--- src/rtl/squash_arbiter_l6.sv ---
// Squash arbiter for the L6 execute stage: picks the oldest squash relative to the
// in-flight head and holds it in one pending register. Optional stats via SQUASH_ARB_STATS_EN.
module squash_arbiter_l6 #(
  parameter int p_num_req      = 2,
  parameter int p_seq_num_bits = 5,
  parameter int p_target_bits  = 32
) (
  input  logic                                clk,
  input  logic                                rst,
  input  logic [p_seq_num_bits-1:0]           head_seq_num,
  input  logic [p_num_req-1:0]                req_val,
  input  logic [p_num_req*p_target_bits-1:0]  req_target,
  input  logic [p_num_req*p_seq_num_bits-1:0] req_seq_num,
  output logic                                sq_val,
  input  logic                                sq_rdy,
  output logic [p_target_bits-1:0]            sq_target,
  output logic [p_seq_num_bits-1:0]           sq_seq_num
`ifdef SQUASH_ARB_STATS_EN
  ,
  output logic [31:0]                         stat_issued,
  output logic [31:0]                         stat_dropped
`endif
);

  logic                      win_val;
  logic [p_seq_num_bits-1:0] win_age;
  logic [p_target_bits-1:0]  win_target;
  logic [p_seq_num_bits-1:0] win_seq;
  logic [p_seq_num_bits-1:0] req_age;
  logic [p_seq_num_bits-1:0] pend_age;
  logic                      xfer;
  logic                      load;

  // Modular distance from the head; strict compare keeps the lowest index on ties.
  always_comb begin
    win_val    = 1'b0;
    win_age    = '0;
    win_target = '0;
    win_seq    = '0;
    req_age    = '0;
    for (int i = 0; i < p_num_req; i++) begin
      req_age = req_seq_num[i*p_seq_num_bits +: p_seq_num_bits] - head_seq_num;
      if (req_val[i] && (!win_val || (req_age < win_age))) begin
        win_val    = 1'b1;
        win_age    = req_age;
        win_target = req_target[i*p_target_bits +: p_target_bits];
        win_seq    = req_seq_num[i*p_seq_num_bits +: p_seq_num_bits];
      end
    end
  end

  assign pend_age = sq_seq_num - head_seq_num;
  assign xfer     = sq_val & sq_rdy;
  assign load     = win_val & (!sq_val | xfer | (win_age < pend_age));

  always_ff @(posedge clk or posedge rst) begin
    if (rst) begin
      sq_val     <= 1'b0;
      sq_target  <= '0;
      sq_seq_num <= '0;
    end else if (load) begin
      sq_val     <= 1'b1;
      sq_target  <= win_target;
      sq_seq_num <= win_seq;
    end else if (xfer) begin
      sq_val     <= 1'b0;
    end
  end

`ifdef SQUASH_ARB_STATS_EN
  logic [3:0] req_count;

  always_comb begin
    req_count = '0;
    for (int i = 0; i < p_num_req; i++) begin
      req_count = req_count + {3'd0, req_val[i]};
    end
  end

  // Every valid request that did not become the pending squash counts as dropped.
  always_ff @(posedge clk or posedge rst) begin
    if (rst) begin
      stat_issued  <= '0;
      stat_dropped <= '0;
    end else begin
      stat_issued  <= stat_issued + {31'd0, xfer};
      stat_dropped <= stat_dropped + {28'd0, req_count} - {31'd0, load};
    end
  end
`endif

endmodule

--- config.mk ---
export PLATFORM = sky130hd
export DESIGN_NAME = squash_arbiter_l6
export DESIGN_NICKNAME = d
export VERILOG_FILES = /design/src/rtl/squash_arbiter_l6.sv
export SDC_FILE = /design/constraint.sdc
export NUM_CORES = 1
export LEC_CHECK = 0
export ABC_AREA = 1
export BUFFER_PORTS_ARGS = -buffer_cell sky130_fd_sc_hd__clkbuf_2
export CAP_MARGIN = 15
export CORE_ASPECT_RATIO = 0.7
export CORE_MARGIN = 4
export CORE_UTILIZATION = 52
export DETAILED_ROUTE_END_ITERATION = 10
export PLACE_DENSITY = 0.95
export SYNTH_ARGS = -nofsm -noshare
export SYNTH_HDL_FRONTEND = slang
export SYNTH_SLANG_ARGS = --single-unit
export TNS_END_PERCENT = 10
--- constraint.sdc ---
create_clock -name clk -period 4.74 [get_ports clk]
set_input_delay 0.948 -clock clk [delete_from_list [all_inputs] [get_ports clk]]
set_output_delay 0.948 -clock clk [all_outputs]
set_load 0.02 [all_outputs]
==> results.yml, run 1 <==
route:
  routed_wirelength_um: 8260
  drt_iter0_markers: 214
  wl_per_cell_um: 14.1
  dr.pass1.iters: 7
  ant_nets: 0
  routed_via_density: 5.26
  drc: 0
  vias: 3078
timing:
  fin_crit_sh_pct: 96.0
  relSlewSlack_pct: 49.6
  fmax_ghz: 0.220
  setup_viol: 0
  setup_slack_ns: 0.190
  fin_worst_skew_ns: 0.00631
  slew_violations: 0
  final_hold_viol_count: 0
  worst_pin_slew_ns: 0.756
  period_minus_slack_ns: 4.55
power_and_ir_drop:
  power_frac_clock_pct: 16.4
  p_per_area_nw_per_um2: 568
  pwr-share-comb_pct: 55.0
  seqPwrFrac_pct: 28.5
  switching_share_pct: 45.7
  p_total_uw: 2050
  switchingPower_uw: 937
  cellLeakagePower_uw: 0.00219
  vdd_ir_drop_max_mv: 0.317
  internal-power_uw: 1110
cts:
  cts_sinks: 38
  cts_tree: "yes"
  cts_root_buffer: "clkbuf_8"
  clockBufferDepth: 2
  path_clk_slew_ns: 0.07
  cts_buffers: 5
  insertion_delay_ns: 0.29
  htreeDepth: 2
  post_cts_buffers: 0
floorplan:
  start_util_pct: 55.7
  die_x_um: 94.9
  dieHeight_um: 68.8
  core_um2: 4940
  die_area_um2: 6530
  io_pins: 122
  rows: 21
logic_synthesis:
  synth_cells: 397
  syn_area_um2: 2750
  yosysTopAreaCell: "dfrtp_1"
  syn-num-nets: 504
  yosysWarnings: 0
  synth_area_leaders: "dfrtp_1, nand2_1, nand3_1"
  synth_top_area_share_pct: 34.6
  avgSynthCellArea_um2: 6.93
  yosysUniqueCellTypes: 20
  seq_area_frac_synth_pct: 34.6
  synth_seq_cells: 38
critical_path:
  critPathSlowestCell: "fa_1"
  worst_ep_arrival_time_ns: 4.72
  reg2reg_from: "sq_seq_num[0]"
  startpoint: "req_seq_num[5]"
  worstRegToRegCells: 17
  reg2reg_to: "sq_seq_num[2]"
  crit_top_cell: "nand2_1"
  cp_max_fo: 11
  max_stage_delay_ns: 0.42
  cp-start-kind: "input port"
  endpoint_kind: "register"
  critPathCapture: "sq_seq_num[2]"
  r2r_slack_ns: 1.94
  critical_path_class: "input port to register"
  crit_required_ns: 4.91
placed_design:
  dpl_cell_area_um2: 3390
  place_ws_ns: -0.166
  port_buffers: 121
  dp_hpwl_um: 6140
  gp_congestion: 0.986
final_layout:
  antenna_cells: 0
  drive_above_1_share_pct: 29.1
  nets: 622
  areaGrowthSynthToFinish_pct: 31.3
  final_area_um2: 3610
  n_fill_cell: 415
run_status:
  status: "complete, no violations"
global_route:
  grt_pass1_vias: 2777
  grt_max_degree: 42
  grt_pass1_wl_um: 12500
  grt_overflow_total: 0
  antenna_found_initial: 0
  grt_use_total_pct: 24.8
min_path:
  min_path_type: "register to register"
run:
  maxCapViolCount: 0
==> synthesized netlist by cell type <==
library cell and instances:
a21oi_1 9, nand2_1 173, xnor2_1 5, a31oi_1 1
nor2_1 5, ha_1 20, or2_2 2, buf_2 5
clkinv_1 1, nand3_1 81, fa_1 3, inv_1 20
buf_6 2, xor2_1 5, o21ai_0 8, a211oi_1 1
dfrtp_1 38, clkbuf_1 12, buf_4 5, a21o_1 1
==> routing by layer <==
layer / vias up / track usage (%) / share of wire (%)
met5: - / 0 / 0
met4: 0 / 8.45 / 2.3
met3: 24 / 6.18 / 11
met2: 173 / 41.3 / 45
met1: 1369 / 31.9 / 42
li1: 1512 / - / -
==> sequential cells by signal (all words and copies together), names as in the netlist <==
name        flops
sq_seq_num      5
sq_target      32
sq_val          1
==> cell families after synthesis <==
group	Yosys count	share of synthesized area, %
flip-flops	38	34.6
XOR/XNOR	10	3.18
adder cells (fa/ha/maj)	23	11.3
AND/OR/NAND/NOR	261	39.5
AO/OA/AOI/OAI	20	3.87
buffers and inverters	45	7.60
==> worst max-delay path, delay by kind of cell <==
kind,cells,cell delay [ns]
fa+ha+maj,4,1.20
simple gates,13,1.11
buf+inv,5,0.57
xor+xnor,1,0.12
compound gates,5,0.77
==> cells in the final DEF, fill, tap and decap left out <==
cell type and instances:
a211oi_1 1, clkbuf_8 6, inv_1 20, ha_1 20
a21oi_2 1, clkinvlp_4 2, a31oi_1 1, a21oi_1 8
o21ai_0 7, a21o_1 1, nand2_4 2, fa_1 3
nor2_1 5, nand2_1 170, bufinv_16 2, nand3_1 81
buf_4 8, clkbuf_2 121, buf_12 1, o21ai_1 1
buf_6 4, dfrtp_1 38, xnor2_1 5, nand2_2 1
xor2_1 5, or2_2 2
==> stage by stage <==
stage          TNS, ns  util, %  std cells  hold slack (ns)
2_1_floorplan        0        -        397            0.577
3_3_place_gp         0     68.7        574            0.455
3_5_place_dp     -5.35     68.7        574            0.458
4_1_cts              0     71.6        582            0.476
5_1_grt         -0.297     73.1        585            0.498
6_report             0     73.1        585            0.474
==> how the worst min path moves through the flow <==
| stage | slack (ns) | cells past startpoint | end | from |
|---|---|---|---|---|
| after CTS | 0.48 | 2 | sq_target[15] | sq_target[15] |
| after global routing | 0.50 | 2 | sq_target[27] | sq_target[27] |
| final | 0.47 | 2 | sq_target[28] | sq_target[28] |
| after detailed placement | 0.46 | 2 | sq_target[15] | sq_target[15] |
| after floorplan | 0.58 | 2 | sq_target[0] | sq_target[0] |
| after global placement | 0.45 | 2 | sq_target[30] | sq_target[30] |
==> power groups by stage <==
stage	sequential, uW	combinational, uW	clock [uW]
after CTS	583	1060	338
after global routing	603	1250	353
after global placement	585	1020	0
final	585	1130	337
after floorplan	760	545	0
after detailed placement	583	1060	0
==> area by class of cell <==
cell class / instances / area, um^2 / area share, %
tap: 69 / 86.3 / 2.39
multi-input combinational: 314 / 1610 / 44.6
clock buffer: 6 / 82.6 / 2.29
timing repair inverter: 1 / 7.51 / 0.208
timing repair buffer: 134 / 731 / 20.2
inverter: 21 / 82.6 / 2.29
sequential: 38 / 951 / 26.3
clock inverter: 2 / 60.1 / 1.66
==> what timing repair did <==
action	in CTS	in global routing
endpoints found under the setup margin	0	38
hold buffers	0	0
endpoints found under the hold margin	0	0
gates resized for setup	0	20
No activity file was read; power rests on OpenSTA's default activity.
==> run 2: changes to the inputs <==
--- a/config.mk
+++ b/config.mk
@@ -10,9 +10,11 @@
 export CAP_MARGIN = 15
 export CORE_ASPECT_RATIO = 0.7
 export CORE_MARGIN = 4
-export CORE_UTILIZATION = 52
+export CORE_UTILIZATION = 48
 export DETAILED_ROUTE_END_ITERATION = 10
-export PLACE_DENSITY = 0.95
+export HOLD_SLACK_MARGIN = 0.15
+export PLACE_DENSITY = 0.92
+export RECOVER_POWER = 100
 export SYNTH_ARGS = -nofsm -noshare
 export SYNTH_HDL_FRONTEND = slang
 export SYNTH_SLANG_ARGS = --single-unit
==> constraint.sdc (replaced) <==
create_clock -name clk -period 4.5 [get_ports clk]
set_input_delay 0.9 -clock clk [delete_from_list [all_inputs] [get_ports clk]]
set_output_delay 0.9 -clock clk [all_outputs]
set_load 0.02 [all_outputs]
==> results.yml, run 2 (same netlist as run 1, synthesis figures left out) <==
critical_path:
  critical_path_class: "input port to register"
  cp_max_fo: 8
  crit_required_ns: 4.68
  worst_ep_arrival_time_ns: 4.53
  crit_top_cell: "nand2_1"
  critPathSlowestCell: "fa_2"
  cp-start-kind: "input port"
  max_stage_delay_ns: 0.38
  endpoint_kind: "register"
power_and_ir_drop:
  seqPwrFrac_pct: 28.6
  cellLeakagePower_uw: 0.00212
  p_per_area_nw_per_um2: 589
  switchingPower_uw: 1000
  pwr-share-comb_pct: 55.1
  switching_share_pct: 46.3
  power_frac_clock_pct: 16.3
  vdd_ir_drop_max_mv: 0.289
  internal-power_uw: 1160
floorplan:
  start_util_pct: 51.0
  rows: 22
  die_area_um2: 7020
  die_x_um: 98.5
  core_um2: 5400
  io_pins: 122
  dieHeight_um: 71.3
cts:
  cts_tree: "yes"
  insertion_delay_ns: 0.28
  cts_sinks: 38
  cts_buffers: 5
  cts_root_buffer: "clkbuf_8"
  path_clk_slew_ns: 0.07
  htreeDepth: 2
  clockBufferDepth: 2
placed_design:
  dpl_cell_area_um2: 3450
  dp_hpwl_um: 6250
  port_buffers: 121
  gp_congestion: 1.02
final_layout:
  regMostFlops: "sq_target"
  largest_reg_flops: 32
  layout.cells.most_common: "nand2_1"
  drive_above_1_share_pct: 25.0
  antenna_cells: 0
  areaGrowthSynthToFinish_pct: 33.6
  nets: 631
  final_area_um2: 3670
  final_cell_mix: "nand2_1, clkbuf_2, nand3_1, clkbuf_1, dfrtp_1"
  reg_top3: "sq_target: 32 flops, sq_seq_num: 5 flops, sq_val: 1 flops"
  final_util_pct: 68.1
global_route:
  grt_pass1_vias: 2812
  antenna_found_initial: 0
  grt_overflow_total: 0
  grt_max_degree: 42
  grt_pass1_wl_um: 13500
  grt_use_total_pct: 23.3
route:
  dr.pass1.iters: 5
  routed_wirelength_um: 8370
  routed_via_density: 5.19
  vias: 3096
  drc: 0
  ant_nets: 0
  wl_per_cell_um: 14.0
  drt_iter0_markers: 207
run_status:
  violations: "max-capacitance violations, max-slew violations"
  status: "finished, violations left"
timing:
  worst_pin_slew_ns: 1.96
  setup_viol: 0
  tns_ns: 0
  final_hold_viol_count: 0
  fmax_ghz: 0.230
  slew_violations: 39
  relSlewSlack_pct: -31.0
  rsz0062_at_grt: "yes"
  fin_crit_sh_pct: 96.8
  fin_worst_skew_ns: 0.00526
  period_minus_slack_ns: 4.36
run:
  maxCapViolCount: 1
min_path:
  min_path_type: "register to register"
[run 2: changes by cell type in the layout (fill, tap and decap cells not counted), sizes merged]
cell and delta:
clkinvlp -2, clkbuf +1, inv +1, buf +9
[run 2: worst paths after layout]
kind | from | endpoint | slack [ns] | cells after the start
setup / recovery | head_seq_num[0] | sq_target[4] | 0.14 | 29
hold / removal | sq_target[7] | sq_target[7] | 0.48 | 2
setup reg to reg | sq_seq_num[0] | sq_target[4] | 1.59 | 17
hold reg to reg | sq_target[7] | sq_target[7] | 0.48 | 2
max in group asynchronous | rst | sq_target[24] | 2.08 | 3
min in group asynchronous | rst | sq_target[2] | 1.29 | 3
[run 2: power groups by stage]
stage	Sequential, uW	Clock [uW]	Combinational, uW
after floorplan	801	0	575
after global placement	614	0	1090
after detailed placement	616	0	1130
after CTS	614	356	1130
after global routing	635	374	1310
final	618	353	1190
[run 2: worst max-delay path, delay by kind of cell]
family / cells / cell delay [ns]
compound gates: 5 / 0.82
xor+xnor: 1 / 0.11
fa+ha+maj: 4 / 0.99
buf+inv: 6 / 0.69
simple gates: 13 / 1.03
[run 2: per-layer routing]
layer	vias to the layer above	GRT usage [%]	routed length [um]
met5	-	0	0
met2	172	36.9	3810
li1	1533	-	-
met1	1383	32.5	3600
met3	8	5.84	881
met4	0	5.15	75
[run 2: per-stage QoR]
stage               setup slack, ns  std cells  hold slack [ns]  total power, uW
CTS                          0.0365        592            0.479             2100
detailed placement           -0.342        584            0.462             1740
finish                        0.143        597            0.476             2160
global placement             -0.152        584            0.454             1710
global route                -0.0643        597            0.494             2320
floorplan                    0.0862        397            0.577             1380
[run 2: final cells by class]
| type | count | area (um^2) |
|---|---|---|
| sequential | 38 | 951 |
| clock inverter | 2 | 60.1 |
| inverter | 21 | 81.3 |
| tap | 72 | 90.1 |
| clock buffer | 6 | 82.6 |
| timing repair buffer | 144 | 768 |
| fill | 484 | 1720 |
| multi-input combinational | 314 | 1640 |
[run 2: timing repair]
| item | CTS | global route |
|---|---|---|
| setup endpoints to repair | 37 | 38 |
| buffers inserted | 0 | 2 |
| hold buffers | 0 | 0 |
| resized for setup | 1 | 30 |
| cloned | 0 | 3 |
| pin swaps | 0 | 13 |
==> run 3: changes to the inputs <==
--- a/config.mk
+++ b/config.mk
@@ -10,10 +10,11 @@
 export CAP_MARGIN = 15
 export CORE_ASPECT_RATIO = 0.7
 export CORE_MARGIN = 4
-export CORE_UTILIZATION = 48
+export CORE_UTILIZATION = 49
+export CTS_BUF_LIST = sky130_fd_sc_hd__clkbuf_4 sky130_fd_sc_hd__clkbuf_8
 export DETAILED_ROUTE_END_ITERATION = 10
 export HOLD_SLACK_MARGIN = 0.15
-export PLACE_DENSITY = 0.92
+export PLACE_DENSITY = 0.94
 export RECOVER_POWER = 100
 export SYNTH_ARGS = -nofsm -noshare
 export SYNTH_HDL_FRONTEND = slang
==> constraint.sdc (replaced) <==
create_clock -name clk -period 4.9 [get_ports clk]
set_input_delay 0.98 -clock clk [delete_from_list [all_inputs] [get_ports clk]]
set_output_delay 0.98 -clock clk [all_outputs]
set_load 0.02 [all_outputs]
==> results.yml, run 3 (same netlist as run 1, synthesis figures left out) <==
critical_path:
  worstRegToRegCells: 17
  max_stage_delay_ns: 0.41
  crit_required_ns: 5.08
  cp-start-kind: "input port"
  endpoint_kind: "register"
  critical_path_class: "input port to register"
  reg2reg_from: "sq_seq_num[0]"
  r2r_slack_ns: 1.91
  reg2reg_to: "sq_target[8]"
  cp_max_fo: 16
  worst_ep_arrival_time_ns: 4.79
  critPathSlowestCell: "fa_1"
  crit_top_cell: "nand2_1"
power_and_ir_drop:
  cellLeakagePower_uw: 0.00201
  p_per_area_nw_per_um2: 520
  p_total_uw: 1800
  vdd_ir_drop_max_mv: 0.236
route:
  dr.pass1.iters: 5
  drc: 0
  vias: 3062
  routed_via_density: 5.23
  routed_wirelength_um: 8000
  ant_nets: 0
  wl_per_cell_um: 13.7
  drt_iter0_markers: 206
timing:
  slew_violations: 39
  setup_slack_ns: 0.290
  fmax_ghz: 0.217
  relSlewSlack_pct: -29.4
  fin_worst_skew_ns: 0.00352
  period_minus_slack_ns: 4.61
  fin_crit_sh_pct: 94.1
  holdWs_ns: 0.480
  setup_viol: 0
  worst_pin_slew_ns: 1.94
  final_hold_viol_count: 0
global_route:
  grt_use_total_pct: 23.1
  grt_overflow_total: 0
  antenna_found_initial: 0
  grt_pass1_vias: 2803
  grt_pass1_wl_um: 13000
  grt_max_degree: 42
final_layout:
  largest_reg_flops: 32
  antenna_cells: 0
  final_util_pct: 64.6
  drive_above_1_share_pct: 20.5
  n_fill_cell: 520
  reg_top3: "sq_target: 32 flops, sq_seq_num: 5 flops, sq_val: 1 flops"
  regMostFlops: "sq_target"
  areaGrowthSynthToFinish_pct: 25.4
  layout.cells.most_common: "nand2_1"
  final_cell_mix: "nand2_1, clkbuf_2, nand3_1, clkbuf_1, dfrtp_1"
  nets: 619
cts:
  cts_sinks: 38
  cts_tree: "yes"
  insertion_delay_ns: 0.29
  htreeDepth: 2
  path_clk_slew_ns: 0.07
  cts_buffers: 5
  clockBufferDepth: 2
  cts_root_buffer: "clkbuf_8"
placed_design:
  place_ws_ns: -0.0660
  gp_congestion: 0.958
  port_buffers: 121
  dp_hpwl_um: 6050
floorplan:
  die_area_um2: 6890
  dieHeight_um: 70.7
  core_um2: 5340
  start_util_pct: 51.5
  rows: 22
  io_pins: 122
  die_x_um: 97.5
run_status:
  violations: "max-capacitance violations, max-slew violations"
  status: "finished, violations left"
min_path:
  whs_endpoint: "sq_target[11]"
  min_path_cells: 2
  min_path_type: "register to register"
  hp-start: "sq_target[11]"
run:
  maxCapViolCount: 1
[run 3: worst max-delay path: cells and delay by family]
| kind | cells | cell delay, ns |
|---|---|---|
| AO/OA/AOI/OAI | 5 | 0.77 |
| buffers and inverters | 6 | 0.77 |
| adder cells (fa/ha/maj) | 4 | 1.09 |
| XOR/XNOR | 1 | 0.12 |
| AND/OR/NAND/NOR | 13 | 1.03 |
[run 3: how the worst max path moves through the flow]
stage,from,endpoint,slack [ns],cells past startpoint
5_1_grt,req_seq_num[5],sq_target[30],-0.002,29
4_1_cts,req_seq_num[5],sq_target[15],0.24,29
2_1_floorplan,req_seq_num[5],sq_seq_num[1],0.41,28
3_3_place_gp,req_seq_num[5],sq_target[24],0.18,29
3_5_place_dp,req_seq_num[5],sq_target[15],-0.07,29
6_report,req_seq_num[5],sq_target[8],0.29,29
[run 3: what timing repair did]
item                                    in CTS  in global routing
hold buffers                                 0                  0
resized for setup                            0                  3
buffers inserted                             0                  1
endpoints found under the setup margin       0                 38
[run 3: metrics by stage]
stage | std cells | setup TNS [ns] | area, um^2
after global routing | 585 | -0.00150 | 3450
after global placement | 575 | 0 | 3380
after floorplan | 397 | 0 | 2750
final | 585 | 0 | 3450
after CTS | 583 | 0 | 3480
after detailed placement | 575 | -1.59 | 3380
[run 3: where the power goes]
group	internal [uW]	total, uW	switching (uW)
Sequential	462	568	106
Clock	113	222	109
Combinational	323	1010	682
Total	898	1800	897
[run 3: layer usage]
layer  track usage (%)  vias up  routed length [um]
met2              37.5      171                3600
met3              5.71       24                 730
met5                 0        -                   0
li1                  -     1505                   -
met4              7.68        0                 180
met1              30.4     1362                3490
[run 3: final cells by class]
cell class	count	area (um^2)	share of cell area, %
Multi-Input combinational cell	314	1590	46.2
Timing Repair Buffer	131	633	18.4
Timing Repair inverter	1	5.00	0.145
Clock buffer	6	82.6	2.39
Tap cell	72	90.1	2.61
Clock inverter	2	12.5	0.363
Sequential cell	38	951	27.6
Inverter	21	82.6	2.39
